<file path="config.mk">
export PLATFORM = sky130hd
export DESIGN_NAME = spi_cmd_bridge
export DESIGN_NICKNAME = d
export VERILOG_FILES = /design/src/rtl/spi_bridge_pkg.sv /design/src/rtl/spi_burst_reader.sv /design/src/rtl/spi_cmd_bridge.sv
export SDC_FILE = /design/constraint.sdc
export NUM_CORES = 1
export LEC_CHECK = 0
export CAP_MARGIN = 0
export CORE_MARGIN = 2
export CORE_UTILIZATION = 56
export DETAILED_ROUTE_END_ITERATION = 10
export GPL_TIMING_DRIVEN = 1
export HOLD_SLACK_MARGIN = 0.12
export PLACE_DENSITY = 0.85
export SLEW_MARGIN = 20
export SYNTH_ARGS = -nofsm -noshare
export SYNTH_HDL_FRONTEND = slang
export SYNTH_SLANG_ARGS = --single-unit
</file>
<file path="constraint.sdc">
create_clock -name clk -period 4.9 [get_ports clk]
set_input_delay 1.225 -clock clk [delete_from_list [all_inputs] [get_ports clk]]
set_output_delay 1.225 -clock clk [all_outputs]
set_load 0.05 [all_outputs]
</file>
<file path="src/rtl/spi_bridge_pkg.sv">
// spi_bridge_pkg
// Shared definitions for the SPI command bridge: command opcodes, the
// sequencing state encoding used by the decoder and the burst reader, and
// the default byte returned when a burst finds its FIFO empty.
package spi_bridge_pkg;

    localparam logic [7:0] OP_WR_REG    = 8'h02;
    localparam logic [7:0] OP_RD_REG    = 8'h03;
    localparam logic [7:0] OP_RD_LVL    = 8'h05;
    localparam logic [7:0] OP_RD_UNDR   = 8'h07;
    localparam logic [7:0] OP_BURST     = 8'hCC;

    localparam logic [7:0] FILL_DEFAULT = 8'hFF;

    typedef enum logic [2:0] {
        IDLE,
        ARG1,
        ARG2,
        BURST_RD,
        BURST_LD,
        BURST_WAIT,
        BURST_CSUM
    } state_t;

endpackage

</file>
<file path="src/rtl/spi_burst_reader.sv">
// spi_burst_reader
// Burst sequencer: fetches len bytes from one FIFO channel, one byte per SPI
// frame, substituting FILL (and flagging underrun) when the channel is empty.
// Optional macro SPI_CMD_BRIDGE_CSUM_EN appends one frame with the XOR of all
// bytes sent.
//
// state      | meaning
// IDLE       | no burst active, waiting for i_start
// BURST_RD   | strobe the FIFO (or note empty and flag underrun)
// BURST_LD   | hand fetched byte or FILL to the tx register, count it
// BURST_WAIT | wait for the frame to finish shifting out
// BURST_CSUM | checksum frame loaded, wait for it to finish
//
// Ports:
//   clk, rst          clock, async active-low reset
//   i_start           start pulse, i_ch / i_len valid with it
//   i_ch, i_len       channel index (already range-checked), byte count (>0)
//   i_abort           frame inactive (ssel_n); forces IDLE
//   i_tx_done         current tx byte fully shifted
//   i_fifo_empty      per-channel empty flags
//   i_fifo_rd_data    per-channel FIFO outputs, valid 1 cycle after strobe
//   o_fifo_rd_en      one-hot read strobes
//   o_underrun_set    per-channel underrun set pulses
//   o_tx_ld, o_tx_byte load request and byte for the tx register
//   o_busy            burst in progress
module spi_burst_reader
    import spi_bridge_pkg::*;
#(
    parameter int         NUM_CH = 2,
    parameter logic [7:0] FILL   = FILL_DEFAULT
) (
    input  logic                  clk,
    input  logic                  rst,
    input  logic                  i_start,
    input  logic [7:0]            i_ch,
    input  logic [7:0]            i_len,
    input  logic                  i_abort,
    input  logic                  i_tx_done,
    input  logic [NUM_CH-1:0]     i_fifo_empty,
    input  logic [8*NUM_CH-1:0]   i_fifo_rd_data,
    output logic [NUM_CH-1:0]     o_fifo_rd_en,
    output logic [NUM_CH-1:0]     o_underrun_set,
    output logic                  o_tx_ld,
    output logic [7:0]            o_tx_byte,
    output logic                  o_busy
);
    state_t            r_state, w_state_nxt;
    logic [7:0]        r_ch;
    logic [8:0]        r_len, r_cnt;
    logic              r_fill;
    logic [NUM_CH-1:0] w_ch_oh;
    logic              w_empty;
    logic [7:0]        w_data;
`ifdef SPI_CMD_BRIDGE_CSUM_EN
    logic [7:0]        r_csum;
`endif

    always_comb begin
        w_ch_oh = '0;
        w_empty = 1'b1;
        w_data  = '0;
        for (int k = 0; k < NUM_CH; k++) begin
            if (r_ch == 8'(k)) begin
                w_ch_oh[k] = 1'b1;
                w_empty    = i_fifo_empty[k];
                w_data     = i_fifo_rd_data[8*k +: 8];
            end
        end
    end

    assign o_busy = (r_state != IDLE);

    // Strobes are combinational so an abort drops fifo_rd_en in the same cycle.
    always_comb begin
        w_state_nxt    = r_state;
        o_fifo_rd_en   = '0;
        o_underrun_set = '0;
        o_tx_ld        = 1'b0;
        o_tx_byte      = r_fill ? FILL : w_data;
        if (r_state != IDLE && i_abort) begin
            w_state_nxt = IDLE;
        end else begin
            case (r_state)
                IDLE: if (i_start) w_state_nxt = BURST_RD;
                BURST_RD: begin
                    if (w_empty) o_underrun_set = w_ch_oh;
                    else         o_fifo_rd_en   = w_ch_oh;
                    w_state_nxt = BURST_LD;
                end
                BURST_LD: begin
                    o_tx_ld     = 1'b1;
                    w_state_nxt = BURST_WAIT;
                end
                BURST_WAIT: begin
                    if (i_tx_done) begin
                        if (r_cnt == r_len) begin
`ifdef SPI_CMD_BRIDGE_CSUM_EN
                            // Checksum goes out on the frame right after the last data byte.
                            o_tx_ld     = 1'b1;
                            o_tx_byte   = r_csum;
                            w_state_nxt = BURST_CSUM;
`else
                            w_state_nxt = IDLE;
`endif
                        end else begin
                            w_state_nxt = BURST_RD;
                        end
                    end
                end
                BURST_CSUM: if (i_tx_done) w_state_nxt = IDLE;
                default:    w_state_nxt = IDLE;
            endcase
        end
    end

    always_ff @(posedge clk or negedge rst) begin
        if (!rst) begin
            r_state <= IDLE;
            r_ch    <= '0;
            r_len   <= '0;
            r_cnt   <= '0;
            r_fill  <= 1'b0;
`ifdef SPI_CMD_BRIDGE_CSUM_EN
            r_csum  <= '0;
`endif
        end else begin
            r_state <= w_state_nxt;
            if (r_state == IDLE && i_start) begin
                r_ch   <= i_ch;
                r_len  <= {1'b0, i_len};
                r_cnt  <= '0;
`ifdef SPI_CMD_BRIDGE_CSUM_EN
                r_csum <= '0;
`endif
            end
            if (r_state == BURST_RD && !i_abort) r_fill <= w_empty;
            if (r_state == BURST_LD && !i_abort) begin
                r_cnt  <= r_cnt + 9'd1;
`ifdef SPI_CMD_BRIDGE_CSUM_EN
                r_csum <= r_csum ^ o_tx_byte;
`endif
            end
        end
    end

endmodule

</file>
<file path="src/rtl/spi_cmd_bridge.sv">
// spi_cmd_bridge
// Decodes SPI opcode/argument byte streams into control register writes,
// register/level/underrun reads and FIFO burst reads. Read responses land on
// spi_tx_data for the next SPI frame. Optional macro SPI_CMD_BRIDGE_CSUM_EN
// (see spi_burst_reader) adds a checksum frame after each burst.
//
// state | meaning
// IDLE  | waiting for an opcode (also held while a burst runs)
// ARG1  | opcode accepted, waiting for addr/ch
// ARG2  | waiting for write data or burst length
//
// Ports:
//   clk, rst                 clock, async active-low reset
//   ssel_n                   SPI chip select (synchronised), high = no frame
//   spi_rx_data/valid        received byte and its one-cycle strobe
//   spi_tx_done              current tx byte fully shifted
//   spi_tx_data              byte for the next frame
//   ctrl_regs                control registers, reg k at [8k+7:8k]
//   fifo_rd_en/rd_data       one-hot FIFO strobes / outputs (1-cycle latency)
//   fifo_empty, fifo_level   per-channel status
//   underrun                 sticky per-channel underrun flags
module spi_cmd_bridge
    import spi_bridge_pkg::*;
#(
    parameter int         NUM_CH   = 2,
    parameter int         NUM_REGS = 4,
    parameter int         LVL_W    = 6,
    parameter logic [7:0] FILL     = FILL_DEFAULT
) (
    input  logic                    clk,
    input  logic                    rst,
    input  logic                    ssel_n,
    input  logic [7:0]              spi_rx_data,
    input  logic                    spi_rx_valid,
    input  logic                    spi_tx_done,
    output logic [7:0]              spi_tx_data,
    output logic [8*NUM_REGS-1:0]   ctrl_regs,
    output logic [NUM_CH-1:0]       fifo_rd_en,
    input  logic [8*NUM_CH-1:0]     fifo_rd_data,
    input  logic [NUM_CH-1:0]       fifo_empty,
    input  logic [LVL_W*NUM_CH-1:0] fifo_level,
    output logic [NUM_CH-1:0]       underrun
);
    localparam logic [7:0] NUM_CH_B = 8'(NUM_CH);
    localparam int         LVL_CPY  = (LVL_W < 8) ? LVL_W : 8;

    state_t                r_state, w_state_nxt;
    logic [7:0]            r_op, r_arg1, r_tx;
    logic [8*NUM_REGS-1:0] r_ctrl;
    logic [NUM_CH-1:0]     r_underrun, w_undr_set;
    logic                  w_rx, w_busy, w_reg_we, w_tx_ld, w_undr_clr, w_start, w_burst_ld;
    logic [7:0]            w_tx_byte, w_reg_rd, w_lvl_rd, w_undr_byte, w_burst_byte;

    // Bytes arriving during a burst are master dummies.
    assign w_rx = spi_rx_valid && !w_busy;

    always_comb begin
        w_reg_rd    = '0;
        w_lvl_rd    = '0;
        w_undr_byte = '0;
        for (int k = 0; k < NUM_REGS; k++)
            if (spi_rx_data == 8'(k)) w_reg_rd = r_ctrl[8*k +: 8];
        for (int k = 0; k < NUM_CH; k++)
            if (spi_rx_data == 8'(k)) w_lvl_rd[LVL_CPY-1:0] = fifo_level[LVL_W*k +: LVL_CPY];
        w_undr_byte[NUM_CH-1:0] = r_underrun;
    end

    always_comb begin
        w_state_nxt = r_state;
        w_reg_we    = 1'b0;
        w_tx_ld     = 1'b0;
        w_tx_byte   = r_tx;
        w_undr_clr  = 1'b0;
        w_start     = 1'b0;
        if (r_state != IDLE && ssel_n) begin
            w_state_nxt = IDLE;
        end else if (w_rx) begin
            case (r_state)
                IDLE: begin
                    case (spi_rx_data)
                        OP_WR_REG, OP_RD_REG, OP_RD_LVL, OP_BURST: w_state_nxt = ARG1;
                        OP_RD_UNDR: begin
                            w_tx_ld    = 1'b1;
                            w_tx_byte  = w_undr_byte;
                            w_undr_clr = 1'b1;
                        end
                        default: ;
                    endcase
                end
                ARG1: begin
                    case (r_op)
                        OP_RD_REG: begin
                            w_tx_ld     = 1'b1;
                            w_tx_byte   = w_reg_rd;
                            w_state_nxt = IDLE;
                        end
                        OP_RD_LVL: begin
                            w_tx_ld     = 1'b1;
                            w_tx_byte   = w_lvl_rd;
                            w_state_nxt = IDLE;
                        end
                        default: w_state_nxt = ARG2;
                    endcase
                end
                ARG2: begin
                    w_state_nxt = IDLE;
                    // Out-of-range addresses match no register and are dropped.
                    if (r_op == OP_WR_REG) w_reg_we = 1'b1;
                    if (r_op == OP_BURST)  w_start  = (r_arg1 < NUM_CH_B) && (spi_rx_data != 8'd0);
                end
                default: w_state_nxt = IDLE;
            endcase
        end
    end

    spi_burst_reader #(
        .NUM_CH (NUM_CH),
        .FILL   (FILL)
    ) u_burst (
        .clk            (clk),
        .rst            (rst),
        .i_start        (w_start),
        .i_ch           (r_arg1),
        .i_len          (spi_rx_data),
        .i_abort        (ssel_n),
        .i_tx_done      (spi_tx_done),
        .i_fifo_empty   (fifo_empty),
        .i_fifo_rd_data (fifo_rd_data),
        .o_fifo_rd_en   (fifo_rd_en),
        .o_underrun_set (w_undr_set),
        .o_tx_ld        (w_burst_ld),
        .o_tx_byte      (w_burst_byte),
        .o_busy         (w_busy)
    );

    always_ff @(posedge clk or negedge rst) begin
        if (!rst) begin
            r_state    <= IDLE;
            r_op       <= '0;
            r_arg1     <= '0;
            r_tx       <= '0;
            r_ctrl     <= '0;
            r_underrun <= '0;
        end else begin
            r_state <= w_state_nxt;
            if (w_rx && r_state == IDLE) r_op   <= spi_rx_data;
            if (w_rx && r_state == ARG1) r_arg1 <= spi_rx_data;
            if (w_reg_we)
                for (int k = 0; k < NUM_REGS; k++)
                    if (r_arg1 == 8'(k)) r_ctrl[8*k +: 8] <= spi_rx_data;
            if (w_tx_ld)         r_tx <= w_tx_byte;
            else if (w_burst_ld) r_tx <= w_burst_byte;
            // Set wins over a simultaneous clear.
            r_underrun <= (r_underrun & ~{NUM_CH{w_undr_clr}}) | w_undr_set;
        end
    end

    assign spi_tx_data = r_tx;
    assign ctrl_regs   = r_ctrl;
    assign underrun    = r_underrun;

endmodule

</file>
==> impl_metrics.json, run 1 <==
{
  "outcome": "completed",
  "cts_tree": "done",
  "die_w_um": 94.05,
  "cts_made_buffers": 9,
  "path_clk_slew_ps": 100,
  "die_area_um2": 8844,
  "finalSetupViolations": 0,
  "maxSlewViolCount": 0,
  "wirelength_um": 10680,
  "cp_max_fo": 5,
  "crit_top_cell": "clkdlybuf4s50_1",
  "initialDrtViolationCount": 202,
  "yosys.area_share.simple": 0.1430,
  "cpMaxStageDelayCell": "clkdlybuf4s50_1",
  "clkSinkCount": 89,
  "seq_area_frac_synth": 0.4905,
  "drive_gt1_frac": 0.2113,
  "hold_path.class": "register to register",
  "antenna_found_initial": 0,
  "synth_fa_ha_area_frac": 0.002756,
  "worstPathArrival_ps": 3030,
  "fp-row-count": 32,
  "final_nets": 517,
  "netlist_area_um2": 4541,
  "cp-end-kind": "primary output",
  "synth.distinct_cells": 55,
  "synth_top_family_by_area": "multiplexers",
  "synth_flop_cell": "dfrtp_1",
  "htreeDepth": 3,
  "synth_edf_count": 0,
  "root_buffer": "clkbuf_8",
  "clk_latency_ps": 350,
  "start_kind": "primary input",
  "rsz0062_at_grt": "no",
  "layout.cells.non_filler": 580,
  "report.power.total_mw": 1.501,
  "power_density_nw_per_um2": 264.4,
  "pre_cts_slack_ps": 647.3,
  "ys_seq_elements": 89,
  "grt_usage": 0.2546,
  "grt_pass1_wl_um": 17400,
  "worstPathRequired_ps": 3670,
  "slew_headroom": 0.4992,
  "core-area_um2": 7807,
  "ant_nets": 0,
  "path_cells": "clkdlybuf4s50_1 -> nor2_1 -> nand3_1 -> nor3b_1 -> clkdlybuf4s50_1",
  "synth-xor-area-share": 0.01736,
  "gr-total-overflow": 0,
  "maxCapViolations": 0,
  "vdd_ir_drop_max_uv": 184.5,
  "synth-compound-area-share": 0.09562,
  "synthArstFlopShare": 1.000,
  "holdWs_ps": 497.1,
  "hpwl_um": 7593,
  "syn_nets": 439,
  "wl_per_cell_um": 18.41,
  "cts_resized": 0,
  "timing.final.crit_period_ps": 4251,
  "finalSetupTns_ps": 0,
  "hold_buffers": 0,
  "hold_violations": 0,
  "diodes": 0,
  "die_y_um": 94.05,
  "tightest_slew_ps": 749.1,
  "max_stage_delay_ps": 830,
  "drt-pass1-iter-count": 5,
  "yosys_warnings": 0,
  "fmax_mhz": 235.2,
  "timing.final.ws_setup_ps": 649.1,
  "gp_congestion": 0.8605,
  "crit_type": "primary input to primary output",
  "start_util": 0.5816,
  "synth_area_per_cell_um2": 11.50,
  "grt_pass1_vias": 3510,
  "power.leakage_nw": 2.486,
  "skew_ps": 15.02,
  "drc_errors": 0,
  "post_cts.repair.setup_buffers": 0,
  "max-clock-path-buffers": 2,
  "netlist_instances": 395,
  "via_per_inst": 5.967,
  "io_buffers": 86,
  "grt_max_degree": 52,
  "synthToLayoutAreaGrowth_pct": 25.02,
  "muxShareOfSynthArea": 0.2221,
  "placed_cells": 564,
  "ioPinCount": 87,
  "vias": 3461,
  "finalCritPeriodShare": 0.8675
}
-- layout by cell type (no fill, tap or decap), types with 5 or more instances in the layout --
cell,count
a21oi_1,15
a31oi_1,13
and2_1,8
and3_1,5
buf_4,9
clkbuf_8,9
clkdlybuf4s50_1,85
dfrtp_1,89
inv_1,5
mux2_2,66
mux2i_1,13
mux4_2,6
nand2_1,19
nand3_1,16
nor2_1,19
nor3_1,11
o21ai_0,14
xnor2_1,7
-- kinds of logic after synthesis --
family          count (synthesis)
compound gates                 66
xor+xnor                        9
mux                            85
simple gates                  113
buf+inv                        32
flops                          89
fa+ha+maj                       1
-- flip-flops by register name (all words and copies together) (netlist names) --
name and count:
u_burst.r_state 3, u_burst.r_cnt 9, r_arg1 8, underrun 2, spi_tx_data 8, u_burst.r_fill 1, r_state 2, u_burst.r_len 8
r_op 8, ctrl_regs 32, u_burst.r_ch 8
-- layout make-up --
type                       count  area [µm²]
clock buffer                  11       131.4
clock inverter                 5       63.81
fill                         561        2131
inverter                       5       18.77
multi-input combinational    274        2190
sequential                    89        2227
tap                          102       127.6
timing repair buffer          94       918.4
-- final timing paths --
check	start	slack [ps]	end	cells after the start
min in group asynchronous	rst	880	u_burst.r_ch[4]	1
setup reg to reg	u_burst.r_state[1]	2170	ctrl_regs[3]	5
hold / removal	u_burst.r_ch[7]	500	u_burst.r_ch[7]	1
setup / recovery	ssel_n	650	fifo_rd_en[1]	5
hold reg to reg	u_burst.r_ch[7]	500	u_burst.r_ch[7]	1
max in group asynchronous	rst	3090	ctrl_regs[31]	2
-- worst max-delay path, delay by kind of cell --
kind | cells | cell delay, ps
simple gates | 3 | 540
buf+inv | 2 | 1250
-- power by group --
group          leakage, nW  switching [mW]  internal (mW)  total (mW)
combinational         1.19           0.110         0.0954       0.206
clock               0.0941           0.263          0.240       0.504
sequential            1.20          0.0284          0.764       0.792
total                 2.49           0.402           1.10        1.50
-- layer usage --
layer,wire length [µm],track usage,up-vias
met5,0,0,-
met4,132,0.06280,0
met3,720,0.06019,13
met2,5115,0.4107,133
met1,4712,0.3509,1705
li1,-,-,1610
-- cell usage after synthesis, drive strengths merged, types with 2 or more instances --
master  instances  area (µm²)
o21a            2       15.01
mux4            6       135.1
nor3b           3       33.78
nand3          16       80.08
nand3b          4       30.03
nor2           19       71.32
buf             8       37.54
mux2           66       743.2
nor3           13       87.58
nor2b           2       12.51
nand4b          2       17.52
dfrtp          89        2227
nand2          19       71.32
inv             5       18.77
mux2i          13       130.1
or3             2       12.51
a31oi          13       81.33
a41oi           2       17.52
nor4            4       25.02
and3            5       31.28
clkbuf         19       73.82
nor4b           3       26.28
xor2            2       17.52
o211ai          4       30.03
and2           11       68.82
nand2b          2       12.51
a21oi          15       75.07
a41o            2       20.02
nand4           2       12.51
o21ai          15       75.07
o31ai           3       22.52
xnor2           7       61.31
-- metrics by stage --
| stage | instance area, µm² | util |
|---|---|---|
| floorplan | 4541 | - |
| finish | 5677 | 0.7271 |
| global placement | 5482 | 0.7021 |
| detailed placement | 5482 | 0.7021 |
| global route | 5677 | 0.7271 |
| CTS | 5677 | 0.7271 |
No activity file was read; power rests on OpenSTA's default activity.
==> inputs of run 2 (changes only) <==
--- a/config.mk
+++ b/config.mk
@@ -12,6 +12,7 @@
 export GPL_TIMING_DRIVEN = 1
 export HOLD_SLACK_MARGIN = 0.12
 export PLACE_DENSITY = 0.85
+export SKIP_CTS_REPAIR_TIMING = 1
 export SLEW_MARGIN = 20
 export SYNTH_ARGS = -nofsm -noshare
 export SYNTH_HDL_FRONTEND = slang
==> results of run 2 <==
No change in the layout: final DEF, timing and power equal those of run 1.
